### src/rtl/hls_handshake_profiler.sv
// hls_handshake_profiler
// Multi-channel profiler for ap_ctrl_chain handshakes. For each monitored HLS
// submodule it counts completed transactions, measures latency (last/min/max,
// start cycle to done cycle inclusive) and counts output-stall cycles spent
// waiting for ap_continue. Statistics are read back through a registered
// select port with one cycle of latency.
//
// Optional feature: define PROFILER_II_EN to build the per-channel start-to-start
// interval counter (field 5, last_ii). Without it, field 5 reads 0.
//
// Ports:
//   clock, reset            single clock, asynchronous active-high reset
//   ap_start/ap_ready/
//   ap_done/ap_continue     per-channel handshake taps (NUM_CH bits each)
//   finish                  sticky end-of-test; freezes statistics and FSMs
//   clr                     synchronous clear of all statistics
//   rd_en, rd_ch, rd_field  read request: channel and field select
//   rd_valid, rd_data       read response, one cycle after rd_en
//   frozen                  finish has been seen
module hls_handshake_profiler #(
    parameter int NUM_CH = 4,
    parameter int CNT_W  = 32,
    parameter int CH_W   = 4
) (
    input  logic              clock,
    input  logic              reset,
    input  logic [NUM_CH-1:0] ap_start,
    input  logic [NUM_CH-1:0] ap_ready,
    input  logic [NUM_CH-1:0] ap_done,
    input  logic [NUM_CH-1:0] ap_continue,
    input  logic              finish,
    input  logic              clr,
    input  logic              rd_en,
    input  logic [CH_W-1:0]   rd_ch,
    input  logic [2:0]        rd_field,
    output logic              rd_valid,
    output logic [CNT_W-1:0]  rd_data,
    output logic              frozen
);

    typedef enum logic [1:0] {
        ST_IDLE = 2'd0,
        ST_RUN  = 2'd1,
        ST_HOLD = 2'd2
    } state_t;

    localparam logic [CNT_W-1:0] CNT_MAX = {CNT_W{1'b1}};
    localparam logic [CNT_W-1:0] CNT_ONE = {{(CNT_W-1){1'b0}}, 1'b1};

    // Saturating increment shared by every statistic counter.
    function automatic logic [CNT_W-1:0] sat_inc(input logic [CNT_W-1:0] v);
        return (v == CNT_MAX) ? v : v + CNT_ONE;
    endfunction

    state_t           state_r     [NUM_CH];
    state_t           state_nxt_s [NUM_CH];
    logic [CNT_W-1:0] lat_r       [NUM_CH];
    logic [CNT_W-1:0] cap_lat_s   [NUM_CH];
    logic [CNT_W-1:0] txn_r       [NUM_CH];
    logic [CNT_W-1:0] last_lat_r  [NUM_CH];
    logic [CNT_W-1:0] min_lat_r   [NUM_CH];
    logic [CNT_W-1:0] max_lat_r   [NUM_CH];
    logic [CNT_W-1:0] stall_r     [NUM_CH];
    logic [NUM_CH-1:0] capture_s;
    logic [NUM_CH-1:0] start_run_s;
    logic [NUM_CH-1:0] one_cycle_s;
    logic [CNT_W-1:0] rd_sel_s;
    logic             freeze_s;

    // finish freezes in its own cycle as well as every cycle after.
    assign freeze_s = finish | frozen;

    // Per-channel next-state and capture decode.
    always_comb begin
        for (int i = 0; i < NUM_CH; i++) begin
            state_nxt_s[i] = state_r[i];
            capture_s[i]   = 1'b0;
            start_run_s[i] = 1'b0;
            one_cycle_s[i] = 1'b0;
            if (freeze_s) begin
                state_nxt_s[i] = state_r[i];
            end else begin
                case (state_r[i])
                    ST_IDLE: begin
                        if (ap_start[i] && ap_done[i] && ap_continue[i]) begin
                            capture_s[i]   = 1'b1;
                            one_cycle_s[i] = 1'b1;
                        end else if (ap_start[i]) begin
                            state_nxt_s[i] = ST_RUN;
                            start_run_s[i] = 1'b1;
                        end else begin
                            state_nxt_s[i] = ST_IDLE;
                        end
                    end
                    ST_RUN: begin
                        if (ap_done[i]) begin
                            capture_s[i]   = 1'b1;
                            state_nxt_s[i] = ap_continue[i] ? ST_IDLE : ST_HOLD;
                        end else begin
                            state_nxt_s[i] = ST_RUN;
                        end
                    end
                    ST_HOLD: begin
                        if (ap_continue[i]) begin
                            state_nxt_s[i] = ST_IDLE;
                        end else begin
                            state_nxt_s[i] = ST_HOLD;
                        end
                    end
                    default: state_nxt_s[i] = ST_IDLE;
                endcase
            end
            // The done cycle counts inclusively, hence lat + 1.
            if (one_cycle_s[i]) begin
                cap_lat_s[i] = CNT_ONE;
            end else begin
                cap_lat_s[i] = sat_inc(lat_r[i]);
            end
        end
    end

    // FSM state registers.
    always_ff @(posedge clock or posedge reset) begin
        if (reset) begin
            for (int i = 0; i < NUM_CH; i++) state_r[i] <= ST_IDLE;
        end else begin
            for (int i = 0; i < NUM_CH; i++) state_r[i] <= state_nxt_s[i];
        end
    end

    // Latency counters: belong to the FSM, so clr leaves them alone.
    always_ff @(posedge clock or posedge reset) begin
        if (reset) begin
            for (int i = 0; i < NUM_CH; i++) lat_r[i] <= '0;
        end else if (!freeze_s) begin
            for (int i = 0; i < NUM_CH; i++) begin
                if (start_run_s[i]) begin
                    lat_r[i] <= CNT_ONE;
                end else if (state_r[i] == ST_RUN) begin
                    lat_r[i] <= sat_inc(lat_r[i]);
                end else begin
                    lat_r[i] <= lat_r[i];
                end
            end
        end else begin
            for (int i = 0; i < NUM_CH; i++) lat_r[i] <= lat_r[i];
        end
    end

    // Statistics; clr takes priority over a same-cycle capture.
    always_ff @(posedge clock or posedge reset) begin
        if (reset) begin
            for (int i = 0; i < NUM_CH; i++) begin
                txn_r[i]      <= '0;
                last_lat_r[i] <= '0;
                min_lat_r[i]  <= CNT_MAX;
                max_lat_r[i]  <= '0;
                stall_r[i]    <= '0;
            end
        end else if (freeze_s) begin
            for (int i = 0; i < NUM_CH; i++) txn_r[i] <= txn_r[i];
        end else if (clr) begin
            for (int i = 0; i < NUM_CH; i++) begin
                txn_r[i]      <= '0;
                last_lat_r[i] <= '0;
                min_lat_r[i]  <= CNT_MAX;
                max_lat_r[i]  <= '0;
                stall_r[i]    <= '0;
            end
        end else begin
            for (int i = 0; i < NUM_CH; i++) begin
                if (capture_s[i]) begin
                    txn_r[i]      <= sat_inc(txn_r[i]);
                    last_lat_r[i] <= cap_lat_s[i];
                    if (cap_lat_s[i] < min_lat_r[i]) min_lat_r[i] <= cap_lat_s[i];
                    if (cap_lat_s[i] > max_lat_r[i]) max_lat_r[i] <= cap_lat_s[i];
                end
                if (state_r[i] == ST_HOLD) begin
                    stall_r[i] <= sat_inc(stall_r[i]);
                end
            end
        end
    end

`ifdef PROFILER_II_EN
    logic [CNT_W-1:0]  ii_r      [NUM_CH];
    logic [CNT_W-1:0]  last_ii_r [NUM_CH];
    logic [NUM_CH-1:0] seen_r;

    // Start-to-start interval: counter restarts at 1 on every accepted start;
    // the value reached by the next start is the interval.
    always_ff @(posedge clock or posedge reset) begin
        if (reset) begin
            seen_r <= '0;
            for (int i = 0; i < NUM_CH; i++) begin
                ii_r[i]      <= '0;
                last_ii_r[i] <= '0;
            end
        end else if (!freeze_s) begin
            for (int i = 0; i < NUM_CH; i++) begin
                if (start_run_s[i] || one_cycle_s[i]) begin
                    ii_r[i]   <= CNT_ONE;
                    seen_r[i] <= 1'b1;
                end else begin
                    ii_r[i] <= sat_inc(ii_r[i]);
                end
                if (clr) begin
                    last_ii_r[i] <= '0;
                end else if ((start_run_s[i] || one_cycle_s[i]) && seen_r[i]) begin
                    last_ii_r[i] <= ii_r[i];
                end else begin
                    last_ii_r[i] <= last_ii_r[i];
                end
            end
        end else begin
            seen_r <= seen_r;
        end
    end
`endif

    // Read select; out-of-range channels never match and read 0.
    always_comb begin
        rd_sel_s = '0;
        for (int i = 0; i < NUM_CH; i++) begin
            if (rd_ch == CH_W'(i)) begin
                case (rd_field)
                    3'd0:    rd_sel_s = txn_r[i];
                    3'd1:    rd_sel_s = last_lat_r[i];
                    3'd2:    rd_sel_s = min_lat_r[i];
                    3'd3:    rd_sel_s = max_lat_r[i];
                    3'd4:    rd_sel_s = stall_r[i];
`ifdef PROFILER_II_EN
                    3'd5:    rd_sel_s = last_ii_r[i];
`else
                    3'd5:    rd_sel_s = '0;
`endif
                    3'd6:    rd_sel_s = CNT_W'({ap_ready[i], state_r[i]});
                    default: rd_sel_s = '0;
                endcase
            end else begin
                rd_sel_s = rd_sel_s;
            end
        end
    end

    // Registered read port and sticky frozen flag.
    always_ff @(posedge clock or posedge reset) begin
        if (reset) begin
            rd_valid <= 1'b0;
            rd_data  <= '0;
            frozen   <= 1'b0;
        end else begin
            rd_valid <= rd_en;
            if (rd_en) begin
                rd_data <= rd_sel_s;
            end else begin
                rd_data <= rd_data;
            end
            if (finish) begin
                frozen <= 1'b1;
            end else begin
                frozen <= frozen;
            end
        end
    end

endmodule

### config.mk
export PLATFORM = sky130hd
export DESIGN_NAME = hls_handshake_profiler
export DESIGN_NICKNAME = d
export VERILOG_FILES = /design/src/rtl/hls_handshake_profiler.sv
export SDC_FILE = /design/constraint.sdc
export NUM_CORES = 2
export LEC_CHECK = 0
export ABC_AREA = 1
export CAP_MARGIN = 20
export CORE_ASPECT_RATIO = 1.25
export CORE_MARGIN = 4
export CORE_UTILIZATION = 55
export CTS_BUF_LIST = sky130_fd_sc_hd__clkbuf_4 sky130_fd_sc_hd__clkbuf_8
export DETAILED_ROUTE_END_ITERATION = 8
export GPL_TIMING_DRIVEN = 1
export PLACE_DENSITY = 0.71
export SYNTH_ARGS = -nofsm -noshare
export SYNTH_HDL_FRONTEND = slang
export SYNTH_SLANG_ARGS = --single-unit
### constraint.sdc
create_clock -name clock -period 47.4 [get_ports clock]
set_input_delay 4.74 -clock clock [delete_from_list [all_inputs] [get_ports clock]]
set_output_delay 4.74 -clock clock [all_outputs]
set_load 0.01 [all_outputs]
# Yosys cells after proc, flatten, opt, wreduce, memory -nomap -nowiden

Index checks and enable logic that the tools add are counted.
W data, S select, Z words.

Mux-type cells: 125
Order comparisons: 8
Bitwise operators: 2
Reductions and logical operators: 62
$add $sub $neg: 12
Eq/ne operators: 40

Operator list:

| cell                    | number |
|---|---|
| $mux W32                | 56 |
| $pmux W32 S6            | 4 |
| $mux W128               | 5 |
| $add A32 B1 Y32 const B | 12 |
| $eq A32 B32 Y1 const B  | 12 |
| $gt A32 B32 Y1          | 4 |
| $lt A32 B32 Y1          | 4 |
| $reduce_and A3 Y1       | 16 |
| $mux W1                 | 40 |
| $reduce_bool A2 Y1      | 20 |
| $mux W2                 | 12 |
| $ne A2 B2 Y1 const B    | 12 |
| $pmux W2 S3             | 4 |
| $reduce_and A2 Y1       | 12 |
| $eq A2 B1 Y1 const B    | 4 |
| $eq A2 B2 Y1 const B    | 4 |
| $eq A4 B2 Y1 const B    | 2 |
| $logic_and A1 B1 Y1     | 8 |
| $logic_not A2 Y1        | 4 |
| $pmux W1 S2             | 4 |
| $eq A3 B2 Y1 const B    | 2 |
| $eq A3 B3 Y1 const B    | 2 |
| $eq A4 B1 Y1 const B    | 1 |
| $logic_not A4 Y1        | 1 |
| other kinds (4)         | 4 |

Output and inout port bits: 34
Logic and storage cells: 280
Bits in registers: 810

# Depth between registers and ports, before layout

Word-level depth: 10
Gate-level depth with buffers: 31

# Worst setup path after synthesis

OpenSTA, ideal clock, no wires.

Kind: input to register
From: in finish
To: reg max_lat_r[107] (netlist bit)
Library setup time: 0.117 ns
Slack: 39.852 ns
Stages on the path: 21
Arrival time: 7.431 ns
Path buffers: 5
Cells stage by stage: nor2_1 > buf_2 > nand2_1 > buf_2 > clkinv_1 > clkbuf_1 > nor2_1 > ha_1 > a21oi_1 > nor2_1 > a211oi_1 > o221a_2 > nand2_1 > nand2_1 > nand2_1 > nand2_1 > inv_2 > buf_6 > buf_6 > nand3_1 > nand2_1

Longest elaborated chain between the ends: 6
Elaborated cells on any way between the ends: 12
Classes of those cells: 1 x order compare; 6 x mux; 2 x bitwise; 3 x reduce/logical

Ends and longest elaborated chain:

| item                                                     | line | RTL |
|---|---|---|
| start: declaration                                       | 31   | `input logic finish,` |
| $or A1 B1 Y1 (*)                                         | 71   | `assign freeze_s = finish \| frozen;` |
| $mux W1                                                  | 80   | `if (freeze_s) begin` |
| $mux W32                                                 | 114  | `if (one_cycle_s[i]) begin` |
| $gt A32 B32 Y1 or $mux W32 (tied branches)               | 176  | `if (cap_lat_s[i] > max_lat_r[i]) max_lat_r[i] <= cap_lat_s[i];` |
| $reduce_bool A2 Y1 (no line) or $mux W32 (tied branches) | --   |  |
| $reduce_and A3 Y1 (no line) or $mux W128 (tied branches) | --   |  |
| end signal: indexed assignment                           | 157  | `max_lat_r[i] <= '0;` |
| end signal: indexed assignment                           | 167  | `max_lat_r[i] <= '0;` |
| end: declaration                                         | 62   | `logic [CNT_W-1:0] max_lat_r [NUM_CH];` |

Mark *: on every way between the ends. The rest lies on a longest branch, timed or not. The select of a mux whose other input is x is not followed.
A chain may end at the register's enable or synchronous reset.

# Worst setup path in the final report

From: in finish
To: reg min_lat_r[105] (netlist bit)

Longest elaborated chain between the ends: 6
Elaborated cells on any way between the ends: 12
Classes of those cells: 1 x order compare; 6 x mux; 2 x bitwise; 3 x reduce/logical

Ends and longest elaborated chain:

| item                                                     | line | RTL |
|---|---|---|
| $or A1 B1 Y1 (*)                                         | 71   |  |
| $mux W1                                                  | 80   |  |
| $mux W32                                                 | 114  |  |
| $lt A32 B32 Y1 or $mux W32 (tied branches)               | 175  | `if (cap_lat_s[i] < min_lat_r[i]) min_lat_r[i] <= cap_lat_s[i];` |
| $reduce_bool A2 Y1 (no line) or $mux W32 (tied branches) | --   |  |
| $reduce_and A3 Y1 (no line) or $mux W128 (tied branches) | --   |  |
| end signal: indexed assignment                           | 156  | `min_lat_r[i] <= CNT_MAX;` |
| end signal: indexed assignment                           | 166  | `min_lat_r[i] <= CNT_MAX;` |
| end: declaration                                         | 61   | `logic [CNT_W-1:0] min_lat_r [NUM_CH];` |

Marked as above.

==> impl_metrics.yaml <==
yosys:
  yosysSeqAreaShare_pct: 40.1
  yosys_warnings: 0
  ys_top_cells_by_area: "dfrtp_1, nand2_1, inv_1"
  syn_area_mm2: 0.0510
  ys_types: 72
  syn_avg_cell_area_um2: 7.41
  synth_top_area_share_pct: 33.5
  yosys.area.top_type: "dfrtp_1"
  postSynth.asyncResetShare_pct: 100
  synth-seq-cells: 810
  syn_nets: 7147
  synth_top_flop_cell: "dfrtp_1"
  synth_most_common_cell: "nand2_1"
  synth_edf_count: 0
  synth_commonest_cells: "nand2_1, inv_1, dfrtp_1"
  syn_inst: 6879
global_routing:
  grt_max_degree: 141
  antenna_found_initial: 5
  track_usage_pct: 35.1
  overflow: 0
  grt_pass1_vias: 47200
  grt_pass1_wl_um: 270000
finish:
  fill_cells: 8444
  stdcell_area_mm2: 0.0557
  layout.nets: 7155
  final_core_util_pct: 60.8
  area_delta_synth_final_pct: 9.24
  drive_gt1_share_pct: 8.88
  final_cell_count_no_fill: 8203
routing:
  final_antenna_net_count: 0
  wire_per_inst_um: 21.3
  dr.first_iter.drc_count: 5149
  post-route-drc-count: 0
  routed_wl_um: 175000
  first_pass_iters: 7
  via_count: 49300
  avgViaCountPerCell: 6.01
worst_setup_path:
  crit_family: "simple AND/OR/NAND/NOR gates"
  crit_chain: "clkdlybuf4s50_1 > nor2_4 > buf_4 > nand2_1 > clkinv_1 > nor2_1 > ha_1 > a21oi_1 > nor2_1 > a211oi_1 > o221a_2 > nand2_1 > nand2_1 > nand3_1 > nand2_2 > nand2_4 > nand2_1 > nand2_1"
  critPathArrivalTime_ns: 10.28
  critical_path_class: "input pin to register"
  slowest_stage: "clkinv_1"
  crit_path_max_fanout: 33
  path_buf_inv: 3
  slowest_delay_ns: 0.91
  cpMostUsedCell: "nand2_1"
  endpoint_kind: "register"
  startpoint_type: "input pin"
  critPathRequiredTime_ns: 48.18
clock_network:
  clkTransAtPathRegs_ns: 0.06
  cts_root_buffer: "clkbuf_8"
  post_cts_resize_count: 0
  cts_tree: "built"
  clk_latency_ns: 0.85
  post-cts-setup-buffers: 0
  clock_sinks: 810
  htreeDepth: 4
  clockBufferDepth: 3
  cts_hold_buffers: 0
  cts_buffers: 142
placement:
  dpl_cell_area_mm2: 0.0524
  io_buffer_count: 61
  gp_congestion: 1.03
  dpl.cell_count: 7938
  dp_hpwl_um: 126000
  preCtsSetupSlack_ns: 37.18
power:
  pwr-share-seq_pct: 42.0
  p_total_mw: 1.94
  swShare_pct: 32.4
  clockPowerShare_pct: 38.1
  p_comb_share_pct: 20.0
  ir_worst_vdd_v: 0.0000209
  pwr_density_cell_mw_per_mm2: 34.8
  power.leakage_nw: 27.3
  power_switching_mw: 0.627
  p_int_mw: 1.31
sta:
  tightest_slew_ns: 1.28
  fin_crit_sh_pct: 20.0
  setup_viol: 0
  fin_setup_tns_ns: 0
  maxSlewViolCount: 0
  skew_ns: 0.0392
  timing.hold.ws_ns: 0.461
  slew_headroom_pct: 14.6
  layout_min_cycle_time_ns: 9.50
  setup_slack_ns: 37.90
  fmax_mhz: 105
  finalHoldViolCount: 0
  grt_setup_unrepaired: "false"
min_path:
  hp-class: "register to register"
job:
  maxCapViolations: 0
die:
  die_width_um: 280
  coreArea_mm2: 0.0917
  start_util_pct: 55.6
  ioPinCount: 62
  die_area_mm2: 0.0977
  die_y_um: 348
  rows: 124
status:
  outcome: "complete, no violations"
[power groups by stage]
stage	clock network (mW)	logic [mW]	registers, mW
2_1_floorplan	0	0.274	0.810
3_3_place_gp	0	0.370	0.821
3_5_place_dp	0	0.379	0.822
4_1_cts	0.743	0.381	0.811
5_1_grt	0.776	0.435	0.820
6_report	0.737	0.387	0.813
[cells in the final DEF (no fill, tap or decap), types with 48 or more instances in the layout]
cell,count
nand2_1,1577
xor2_1,102
clkdlybuf4s50_1,59
ha_1,240
inv_1,1072
nand3_1,443
clkbuf_8,185
buf_4,65
o221ai_1,51
nor2_1,548
o22ai_1,312
nor4_1,58
o21ai_0,345
nand2_2,48
nor3_1,181
dfrtp_1,682
a211oi_1,51
nand4_1,112
a21oi_1,283
dfstp_2,128
[metal layers]
layer / GRT usage [%] / vias up / routed length [µm]
met1: 45.4 / 23400 / 69200
met5: 0 / - / 0
met4: 20.4 / 0 / 11600
met2: 55.0 / 2445 / 77700
li1: - / 22900 / -
met3: 7.34 / 575 / 16100
[worst reg2reg max path, cell delays in order (launching register included)]
cell and delay, ns:
dfrtp_1 0.47, ha_1 0.35, inv_2 0.07, nor2_1 0.05, nand2_1 0.15, nor2_2 0.08
nand3_1 0.29, nand2_1 0.18, nor3_1 0.40, nand3_1 0.19, xor2_1 0.17, inv_1 0.07
nor2_1 0.37, ha_1 0.36, nand2_1 0.08, o21a_1 0.12, o21ai_0 0.12, a221oi_1 0.31
o21ai_0 0.15, a21oi_1 0.13, nand2_1 0.07, nand2_2 0.52, nand2_2 0.63, nand2_1 0.21
nand2_1 0.07
[cells by family after synthesis]
kind of cell	after synthesis	synth area share (%)
and+or+nand+nor	3074	26.3
buffers and inverters	1373	10.6
AOI/OAI and AO/OA	1266	15.1
DFF	810	40.1
adders and majority gates	240	5.89
xor gates and xnor gates	112	1.92
muxes	4	0.0883
[path summary, 6_finish.rpt]
kind                          startpoint              to  slack [ns]  cells past startpoint
setup / recovery                  finish  min_lat_r[105]       37.90                     18
hold / removal             min_lat_r[54]   min_lat_r[54]        0.46                      2
setup reg to reg                lat_r[0]   min_lat_r[11]       41.70                     24
hold reg to reg            min_lat_r[54]   min_lat_r[54]        0.46                      2
max in group asynchronous          reset       lat_r[11]       39.25                      6
min in group asynchronous          reset   max_lat_r[39]        4.42                      2
[area by class of cell]
type	count	area (µm²)	share of cell area (%)
multi-input cells	4696	25200	45.2
flip-flops and latches	810	20400	36.7
diodes	2	5.00	0.00898
clock inverters	35	365	0.656
well taps	1197	1500	2.69
inverters	1107	4170	7.49
clock buffers	226	2850	5.12
repair buffers	130	1180	2.12
[registers in the layout (all words and copies together), names as in the netlist]
register and flops:
state_r 8, frozen 1, lat_r 128, rd_valid 1, max_lat_r 128, txn_r 128
stall_r 128, min_lat_r 128, rd_data 32, last_lat_r 128
Note: power is estimated with default switching activity, not from simulation.
